**src/rtl/sram_arb_pkg.sv**
```systemverilog
// Shared types and default constants for the SRAM arbiter.
package sram_arb_pkg;

  localparam int DEF_NUM_PORTS   = 3;
  localparam int DEF_ADDR_W      = 17;
  localparam int DEF_DATA_W      = 16;
  localparam int DEF_TIMEOUT_CYC = 255;

  // Grant index covers up to four ports; the BUSY timer covers TIMEOUT_CYC up to 255.
  localparam int IDX_W = 2;
  localparam int TMR_W = 8;

  typedef enum logic [1:0] {
    ST_IDLE  = 2'd0,
    ST_ISSUE = 2'd1,
    ST_BUSY  = 2'd2,
    ST_DONE  = 2'd3
  } arb_state_e;

endpackage

```
**src/rtl/sram_arb_pick.sv**
```systemverilog
// Combinational winner selection for sram_arbiter.
// SRAM_ARB_ROUND_ROBIN_EN: search starts at `start` and wraps; otherwise lowest index wins.
module sram_arb_pick
  import sram_arb_pkg::*;
#(
  parameter int NUM_PORTS = DEF_NUM_PORTS
) (
  input  logic [NUM_PORTS-1:0] req,
  input  logic [IDX_W-1:0]     start,
  output logic [IDX_W-1:0]     grant,
  output logic                 valid
);

  logic [NUM_PORTS-1:0] vec_s;
  logic [IDX_W-1:0]     pos_s;

`ifdef SRAM_ARB_ROUND_ROBIN_EN
  logic [IDX_W:0] sum_s;

  // Rotate so that bit 0 is the port at `start`, then map the hit back.
  assign vec_s = NUM_PORTS'({req, req} >> start);
  assign sum_s = {1'b0, start} + {1'b0, pos_s};
  assign grant = (sum_s >= (IDX_W + 1)'(NUM_PORTS)) ?
                 IDX_W'(sum_s - (IDX_W + 1)'(NUM_PORTS)) : IDX_W'(sum_s);
`else
  logic unused_start_s;

  assign vec_s          = req;
  assign unused_start_s = ^start;
  assign grant          = pos_s;
`endif

  // Lowest set bit of the (possibly rotated) request vector.
  always_comb begin
    pos_s = {IDX_W{1'b0}};
    valid = 1'b0;
    for (int i = NUM_PORTS - 1; i >= 0; i--) begin
      pos_s = vec_s[i] ? IDX_W'(i) : pos_s;
      valid = valid | vec_s[i];
    end
  end

endmodule

```
**src/rtl/sram_arbiter.sv**
```systemverilog
// Multi-port arbiter in front of a single SRAM controller, one access outstanding at a time.
// Define SRAM_ARB_ROUND_ROBIN_EN for round-robin arbitration; default build is fixed priority.
module sram_arbiter
  import sram_arb_pkg::*;
#(
  parameter int NUM_PORTS   = DEF_NUM_PORTS,
  parameter int ADDR_W      = DEF_ADDR_W,
  parameter int DATA_W      = DEF_DATA_W,
  parameter int TIMEOUT_CYC = DEF_TIMEOUT_CYC
) (
  input  logic                        clk,
  input  logic                        rst_n,
  input  logic [NUM_PORTS-1:0]        req,
  input  logic [NUM_PORTS-1:0]        we,
  input  logic [NUM_PORTS*ADDR_W-1:0] addr,
  input  logic [NUM_PORTS*DATA_W-1:0] wdata,
  output logic [NUM_PORTS-1:0]        ack,
  output logic [DATA_W-1:0]           rdata,
  output logic                        err,
  output logic                        ctl_read_req,
  output logic                        ctl_write_req,
  output logic [ADDR_W-1:0]           ctl_addr,
  output logic [DATA_W-1:0]           ctl_wdata,
  input  logic [DATA_W-1:0]           ctl_rdata,
  input  logic                        ctl_ready
);

  arb_state_e           state_r, state_s;
  logic [IDX_W-1:0]     pick_idx_s;
  logic                 pick_valid_s;
  logic                 sel_we_s;
  logic [ADDR_W-1:0]    sel_addr_s;
  logic [DATA_W-1:0]    sel_wdata_s;
  logic [NUM_PORTS-1:0] grant_hot_s;
  logic                 timeout_s;

  logic [IDX_W-1:0]     grant_r;
  logic [IDX_W-1:0]     rr_ptr_r;
  logic                 we_r;
  logic [ADDR_W-1:0]    addr_r;
  logic [DATA_W-1:0]    wdata_r;
  logic [DATA_W-1:0]    rdata_r;
  logic [NUM_PORTS-1:0] ack_r;
  logic                 err_r;
  logic                 rd_req_r;
  logic                 wr_req_r;
  logic [TMR_W-1:0]     timer_r;

  // rr_ptr_r is the first port searched; it moves just past each winner.
  sram_arb_pick #(
    .NUM_PORTS (NUM_PORTS)
  ) u_pick (
    .req   (req),
    .start (rr_ptr_r),
    .grant (pick_idx_s),
    .valid (pick_valid_s)
  );

  assign timeout_s = (timer_r == TMR_W'(TIMEOUT_CYC - 1));

  // Fetch the winning port's request fields and decode the held grant.
  always_comb begin
    sel_we_s    = 1'b0;
    sel_addr_s  = {ADDR_W{1'b0}};
    sel_wdata_s = {DATA_W{1'b0}};
    grant_hot_s = {NUM_PORTS{1'b0}};
    for (int i = 0; i < NUM_PORTS; i++) begin
      sel_we_s       = (pick_idx_s == IDX_W'(i)) ? we[i] : sel_we_s;
      sel_addr_s     = (pick_idx_s == IDX_W'(i)) ? addr[i*ADDR_W +: ADDR_W] : sel_addr_s;
      sel_wdata_s    = (pick_idx_s == IDX_W'(i)) ? wdata[i*DATA_W +: DATA_W] : sel_wdata_s;
      grant_hot_s[i] = (grant_r == IDX_W'(i));
    end
  end

  // Next-state logic.
  always_comb begin
    state_s = state_r;
    case (state_r)
      ST_IDLE:  state_s = pick_valid_s ? ST_ISSUE : ST_IDLE;
      ST_ISSUE: state_s = ST_BUSY;
      ST_BUSY:  state_s = (ctl_ready || timeout_s) ? ST_DONE : ST_BUSY;
      ST_DONE:  state_s = ST_IDLE;
      default:  state_s = ST_IDLE;
    endcase
  end

  // State register.
  always_ff @(posedge clk or negedge rst_n) begin
    if (!rst_n) begin
      state_r <= ST_IDLE;
    end else begin
      state_r <= state_s;
    end
  end

  // Access capture, controller handshake, timeout timer and completion pulses.
  always_ff @(posedge clk or negedge rst_n) begin
    if (!rst_n) begin
      grant_r  <= {IDX_W{1'b0}};
      rr_ptr_r <= {IDX_W{1'b0}};
      we_r     <= 1'b0;
      addr_r   <= {ADDR_W{1'b0}};
      wdata_r  <= {DATA_W{1'b0}};
      rdata_r  <= {DATA_W{1'b0}};
      ack_r    <= {NUM_PORTS{1'b0}};
      err_r    <= 1'b0;
      rd_req_r <= 1'b0;
      wr_req_r <= 1'b0;
      timer_r  <= {TMR_W{1'b0}};
    end else begin
      rd_req_r <= 1'b0;
      wr_req_r <= 1'b0;
      ack_r    <= {NUM_PORTS{1'b0}};
      err_r    <= 1'b0;
      case (state_r)
        ST_IDLE: begin
          if (pick_valid_s) begin
            grant_r  <= pick_idx_s;
            we_r     <= sel_we_s;
            addr_r   <= sel_addr_s;
            wdata_r  <= sel_wdata_s;
            rd_req_r <= ~sel_we_s;
            wr_req_r <= sel_we_s;
            rr_ptr_r <= (pick_idx_s == IDX_W'(NUM_PORTS - 1)) ?
                        {IDX_W{1'b0}} : pick_idx_s + IDX_W'(1);
          end
        end
        ST_ISSUE: timer_r <= {TMR_W{1'b0}};
        ST_BUSY: begin
          // A response in the final timeout cycle still counts as a normal completion.
          if (ctl_ready) begin
            ack_r <= grant_hot_s;
            if (!we_r) begin
              rdata_r <= ctl_rdata;
            end
          end else if (timeout_s) begin
            ack_r <= grant_hot_s;
            err_r <= 1'b1;
          end else begin
            timer_r <= timer_r + TMR_W'(1);
          end
        end
        default: ;
      endcase
    end
  end

  assign ack           = ack_r;
  assign err           = err_r;
  assign rdata         = rdata_r;
  assign ctl_read_req  = rd_req_r;
  assign ctl_write_req = wr_req_r;
  assign ctl_addr      = addr_r;
  assign ctl_wdata     = wdata_r;

endmodule

```
**config.mk**
```make
export PLATFORM = sky130hd
export DESIGN_NAME = sram_arbiter
export DESIGN_NICKNAME = d
export VERILOG_FILES = /design/src/rtl/sram_arb_pkg.sv /design/src/rtl/sram_arb_pick.sv /design/src/rtl/sram_arbiter.sv
export SDC_FILE = /design/constraint.sdc
export NUM_CORES = 1
export LEC_CHECK = 0
export CORE_MARGIN = 8
export CORE_UTILIZATION = 45
export CTS_CLUSTER_DIAMETER = 100
export DETAILED_ROUTE_END_ITERATION = 8
export GPL_TIMING_DRIVEN = 0
export PLACE_DENSITY = 0.88
export SYNTH_ARGS = -nofsm -noshare
export SYNTH_HDL_FRONTEND = slang
export SYNTH_SLANG_ARGS = --single-unit
```
**constraint.sdc**
```tcl
create_clock -name clk -period 4.4 [get_ports clk]
set_clock_uncertainty 0.05 [all_clocks]
set_input_delay 0.88 -clock clk [delete_from_list [all_inputs] [get_ports clk]]
set_output_delay 0.88 -clock clk [all_outputs]
set_load 0.01 [all_outputs]
```
After elaboration in Yosys (flattened, before gate mapping)
Cells that the tools add are included.

word-level totals
  flip-flop bits (word level) = 68
  input bits = 124
  word-level logic and storage cells = 62

operators by class
  $add $sub $neg = 1
  equal/unequal tests = 10
  muxes and demuxes = 28
  bitwise logic cells = 4
  reduce and logical (&&, ||, !) cells = 8

operators with widths
  operator                                             number
  two-way mux 17 bit                                   3
  two-way mux 16 bit                                   3
  two-way mux 8 bit                                    2
  case mux 8 bit (2 select lines)                      1
  two-way mux 1 bit                                    12
  two-way mux 3 bit                                    3
  adder 8 x 1 -> 8 bit, second input constant          1
  equality test 2 bit, second input constant           4
  equality test 8 bit, second input constant           1
  case mux 2 bit (4 select lines)                      1
  equality test 2 x 1 -> 1 bit, second input constant  3
  logical NOT 2 bit                                    3
  two-way mux 2 bit                                    3
  AND reduction 3 bit                                  2
  != test 2 bit, second input constant                 2
  inverter 1 bit                                       2
  bitwise OR 1 bit                                     2
  AND reduction 2 bit                                  1
  nonzero test 2 bit                                   1
  logical OR 1 bit                                     1

Logic depth before layout (Yosys ltp)
  depth after elaboration = 10
  mapped depth = 7
  depth with buffers taken out = 6

Cells and area by module
Synthesis repeated with hierarchy kept, for this count alone.

unflattened totals
  cells, all modules = 354
  area total of the unflattened synthesis = 3462.1 µm²

by module, submodules not included
  module         instances  cells each  area each (µm²)
  sram_arbiter   1          351         3442.1
  sram_arb_pick  1          3           20.0

Worst setup path after synthesis
Ideal clock, no wire load.

  kind = in2reg
  from = input req[1]
  to = register addr_r[10] (netlist: ctl_addr[10])
  setup time = 0.132 ns
  arrival time = 1.753 ns
  data required time = 4.218 ns
  slack = 2.465 ns
  stages on the path = 4
  path through = buf_2 > o31ai_4 > clkbuf_1 > o21ai_1

on the way
  cells in the longest elaborated chain, start to end = 6
  elaborated cells between the ends (all ways) = 11

RTL lines
  item                              RTL line             source
  start, declared                   sram_arbiter.sv:13   input logic [NUM_PORTS-1:0] req,
  two-way mux 2 bit (2 in series)   sram_arb_pick.sv:38  pos_s = vec_s[i] ? IDX_W'(i) : pos_s;
  logical NOT 2 bit                 sram_arbiter.sv:69   sel_addr_s = (pick_idx_s == IDX_W'(i)) ? addr[i*ADDR_W +: ADDR_W] : sel_addr_s;
  two-way mux 17 bit (3 in series)  sram_arbiter.sv:69
  end signal, assigned              sram_arbiter.sv:102  addr_r <= {ADDR_W{1'b0}};
  end signal, assigned              sram_arbiter.sv:120  addr_r <= sel_addr_s;
  end, declared                     sram_arbiter.sv:40   logic [ADDR_W-1:0] addr_r;

Parallel ways exist; a longest one is shown, timed or not.
A chain may end at the register's enable or synchronous reset.

Final worst setup path
  from = input req[0]
  to = register addr_r[6] (netlist: ctl_addr[6])

on the way
  cells in the longest elaborated chain, start to end = 5
  elaborated cells between the ends (all ways) = 9

RTL lines
  item                              RTL line
  two-way mux 2 bit                 sram_arb_pick.sv:38
  logical NOT 2 bit                 sram_arbiter.sv:69
  two-way mux 17 bit (3 in series)  sram_arbiter.sv:69

Parallel ways exist; a longest one is shown, timed or not.

==> impl_metrics.env <==
export IMPL_place_port_buffers=177
export IMPL_drive_gt1_share_pct=16.6
export IMPL_clock_sinks=68
export IMPL_fillers=602
export IMPL_ctsLongestPathBuffers=2
export IMPL_power_density_mw_per_mm2=525
export IMPL_setup_violations_final=0
export IMPL_layout_common_cells="176 x clkdlybuf4s50_1, 68 x dfrtp_1, 41 x nand2_1, 34 x o22a_1, 34 x o21ai_1"
export IMPL_hold_viol=0
export IMPL_path_buf_inv=3
export IMPL_overflow=0
export IMPL_clockRootBuffer="clkbuf_8"
export IMPL_synthToLayoutAreaGrowth_pct=56.0
export IMPL_cts_setup_buffers=0
export IMPL_drv_cap=0
export IMPL_clk_latency_ps=340
export IMPL_final_common_cell="clkdlybuf4s50_1"
export IMPL_first_global_vias=3913
export IMPL_syn_cell_area_mm2=0.00382
export IMPL_relSlewSlack_pct=44.4
export IMPL_htreeDepth=3
export IMPL_yosysUniqueCellTypes=33
export IMPL_synth_cells=350
export IMPL_whs_ps=436
export IMPL_cts_hold_fix_buffers=0
export IMPL_wire_per_inst_um=19.0
export IMPL_crit_fanout=10
export IMPL_power_frac_clock_pct=19.8
export IMPL_grt_pass1_wl_mm=19.9
export IMPL_synth_seq_area_share_pct=44.5
export IMPL_viasPerCell=5.47
export IMPL_dieHeight_um=108
export IMPL_tightest_slew_ps=834
export IMPL_diodes=0
export IMPL_vias=3546
export IMPL_status="finished clean"
export IMPL_cts_resized=0
export IMPL_synthArstFlopShare_pct=100
export IMPL_cts_tree="yes"
export IMPL_slowest_delay_ps=540
export IMPL_hold_path_class="reg2reg"
export IMPL_start_util_pct=46.5
export IMPL_fin_crit_ps=2310
export IMPL_cp_required_ps=4550
export IMPL_antenna_found_initial=0
export IMPL_drt_iter0_markers=127
export IMPL_dp_hpwl_mm=9.76
export IMPL_clkTransAtPathRegs_ps=70
export IMPL_synth_enable_flop_cells=0
export IMPL_power_frac_comb_pct=46.3
export IMPL_finalMaxSlewViolations=0
export IMPL_boundaryPins=179
export IMPL_cts_buffers=9
export IMPL_power_frac_seq_pct=33.9
export IMPL_grt_start_max_net_pins=69
export IMPL_post_route_period_util_pct=52.6
export IMPL_ys_warn_count=0
export IMPL_globalplace_congestion=0.916
export IMPL_synth_nets=479
export IMPL_die_x_um=108
export IMPL_ir_worst_vdd_mv=0.230
export IMPL_drt_pass1_iterations=5
export IMPL_final_setup_tns_ps=0
export IMPL_crit_type="in2reg"
export IMPL_leakagePower_nw=2.43
export IMPL_switchingPower_w=0.00106
export IMPL_cp_cell_sequence="clkdlybuf4s50_1, buf_2, clkbuf_1, or2b_1, o221ai_2, o21ai_1"
export IMPL_std_cell_rows=33
export IMPL_max_freq_mhz=432
export IMPL_cp_slowest_cell="clkdlybuf4s50_1"
export IMPL_core_area_mm2=0.00822
export IMPL_power_share_switching_pct=33.8
export IMPL_postLayoutCoreUtil_pct=72.6
export IMPL_rsz0062_at_grt="no"
export IMPL_route_detailed_drc=0
export IMPL_worstPathArrival_ps=2470
export IMPL_critical_path_startpoint_type="input pin"
export IMPL_syn_avg_cell_area_um2=10.9
export IMPL_crit_path_end_kind="flop"
export IMPL_layout_nets=667
export IMPL_internal_power_w=0.00207
export IMPL_die_area_mm2=0.0117
export IMPL_cp_top_family="buffers and inverters"
export IMPL_drt_total_wl_mm=12.3
export IMPL_ys_ff_latch=68
export IMPL_ant_nets=0
export IMPL_synth_ff_type="dfrtp_1"
export IMPL_grt_util_all_layers_pct=21.4
[flip-flops by register name, summed over array words and instances (netlist names)]
signal / flops
ctl_read_req: 1
ctl_addr: 17
timer_r: 8
ctl_write_req: 1
rdata: 16
we_r: 1
err: 1
grant_r: 2
state_r: 2
ctl_wdata: 16
ack: 3
[stage by stage]
| step | power (W) | worst slack, ps | std cells | cell area (µm²) |
|---|---|---|---|---|
| finish | 0.00313 | 2090 | 648 | 5960 |
| global route | 0.00333 | 1950 | 648 | 5960 |
| CTS | 0.00317 | 2090 | 648 | 5960 |
| detailed placement | 0.00254 | 1730 | 632 | 5720 |
| global placement | 0.00248 | 180 | 632 | 5730 |
| floorplan | 0.00173 | 2460 | 350 | 3820 |
[tightest hold or removal path, delay by kind of cell, from the launching register on]
| family | cells | cell delay (ps) |
|---|---|---|
| DFF | 1 | 350 |
| AOI/OAI and AO/OA | 1 | 60 |
| and+or+nand+nor | 1 | 50 |
[power groups by stage]
stage,registers [W],clock network [W],logic (W)
floorplan,0.00116,0,0.000565
global placement,0.00106,0,0.00143
detailed placement,0.00107,0,0.00147
CTS,0.00106,0.000629,0.00147
global route,0.00109,0.000652,0.00159
finish,0.00106,0.000621,0.00145
[cells in the mapped netlist (6+ instances only)]
library cell | instances | area [µm²]
o21ai_1 | 34 | 170
buf_2 | 16 | 80.1
o22a_1 | 34 | 298
a21oi_1 | 6 | 30.0
buf_6 | 8 | 90.1
nand2b_1 | 30 | 188
mux2_2 | 16 | 180
or2b_1 | 8 | 60.1
nand2_1 | 41 | 154
dfrtp_1 | 68 | 1700
o221ai_2 | 30 | 450
[metal layers]
layer	global-route usage, %	part of all wire (%)	vias up
met2	36.9	50	141
met4	8.33	2.4	0
li1	-	-	1676
met3	7.44	8.8	22
met1	23.7	39	1707
met5	0	0	-
[final timing paths]
path	start	endpoint	slack, ps	depth (start not counted)
worst min-delay path	ctl_addr[16]$_DFFE_PN0P_	ctl_addr[16]$_DFFE_PN0P_	440	2
worst min register to register	ctl_addr[16]$_DFFE_PN0P_	ctl_addr[16]$_DFFE_PN0P_	440	2
worst max register to register	state_r[0]$_DFF_PN0_	rdata[7]$_DFFE_PN0P_	2580	6
worst max-delay path	req[0]	ctl_addr[6]$_DFFE_PN0P_	2090	6
max in group asynchronous	rst_n	ctl_wdata[15]$_DFFE_PN0P_	3170	1
min in group asynchronous	rst_n	rdata[1]$_DFFE_PN0P_	590	1
[cell families after synthesis]
family	Yosys count	synth area share, %
AO/OA/AOI/OAI	115	27.3
AND/OR/NAND/NOR	107	15.0
flip-flops	68	44.5
buffers and inverters	34	5.53
multiplexers	21	6.02
adder cells (fa/ha/maj)	5	1.64
[area by class of cell]
type	instances	area (µm²)	share of cell area [%]
Buffer	29	193	3.23
Clock buffer	10	128	2.14
Clock inverter	6	113	1.89
Inverter	5	18.8	0.315
Multi-Input combinational cell	248	1910	32.0
Sequential cell	68	1700	28.5
Tap cell	105	131	2.20
Timing Repair Buffer	177	1770	29.7
Note: power is estimated with default switching activity, not from simulation.
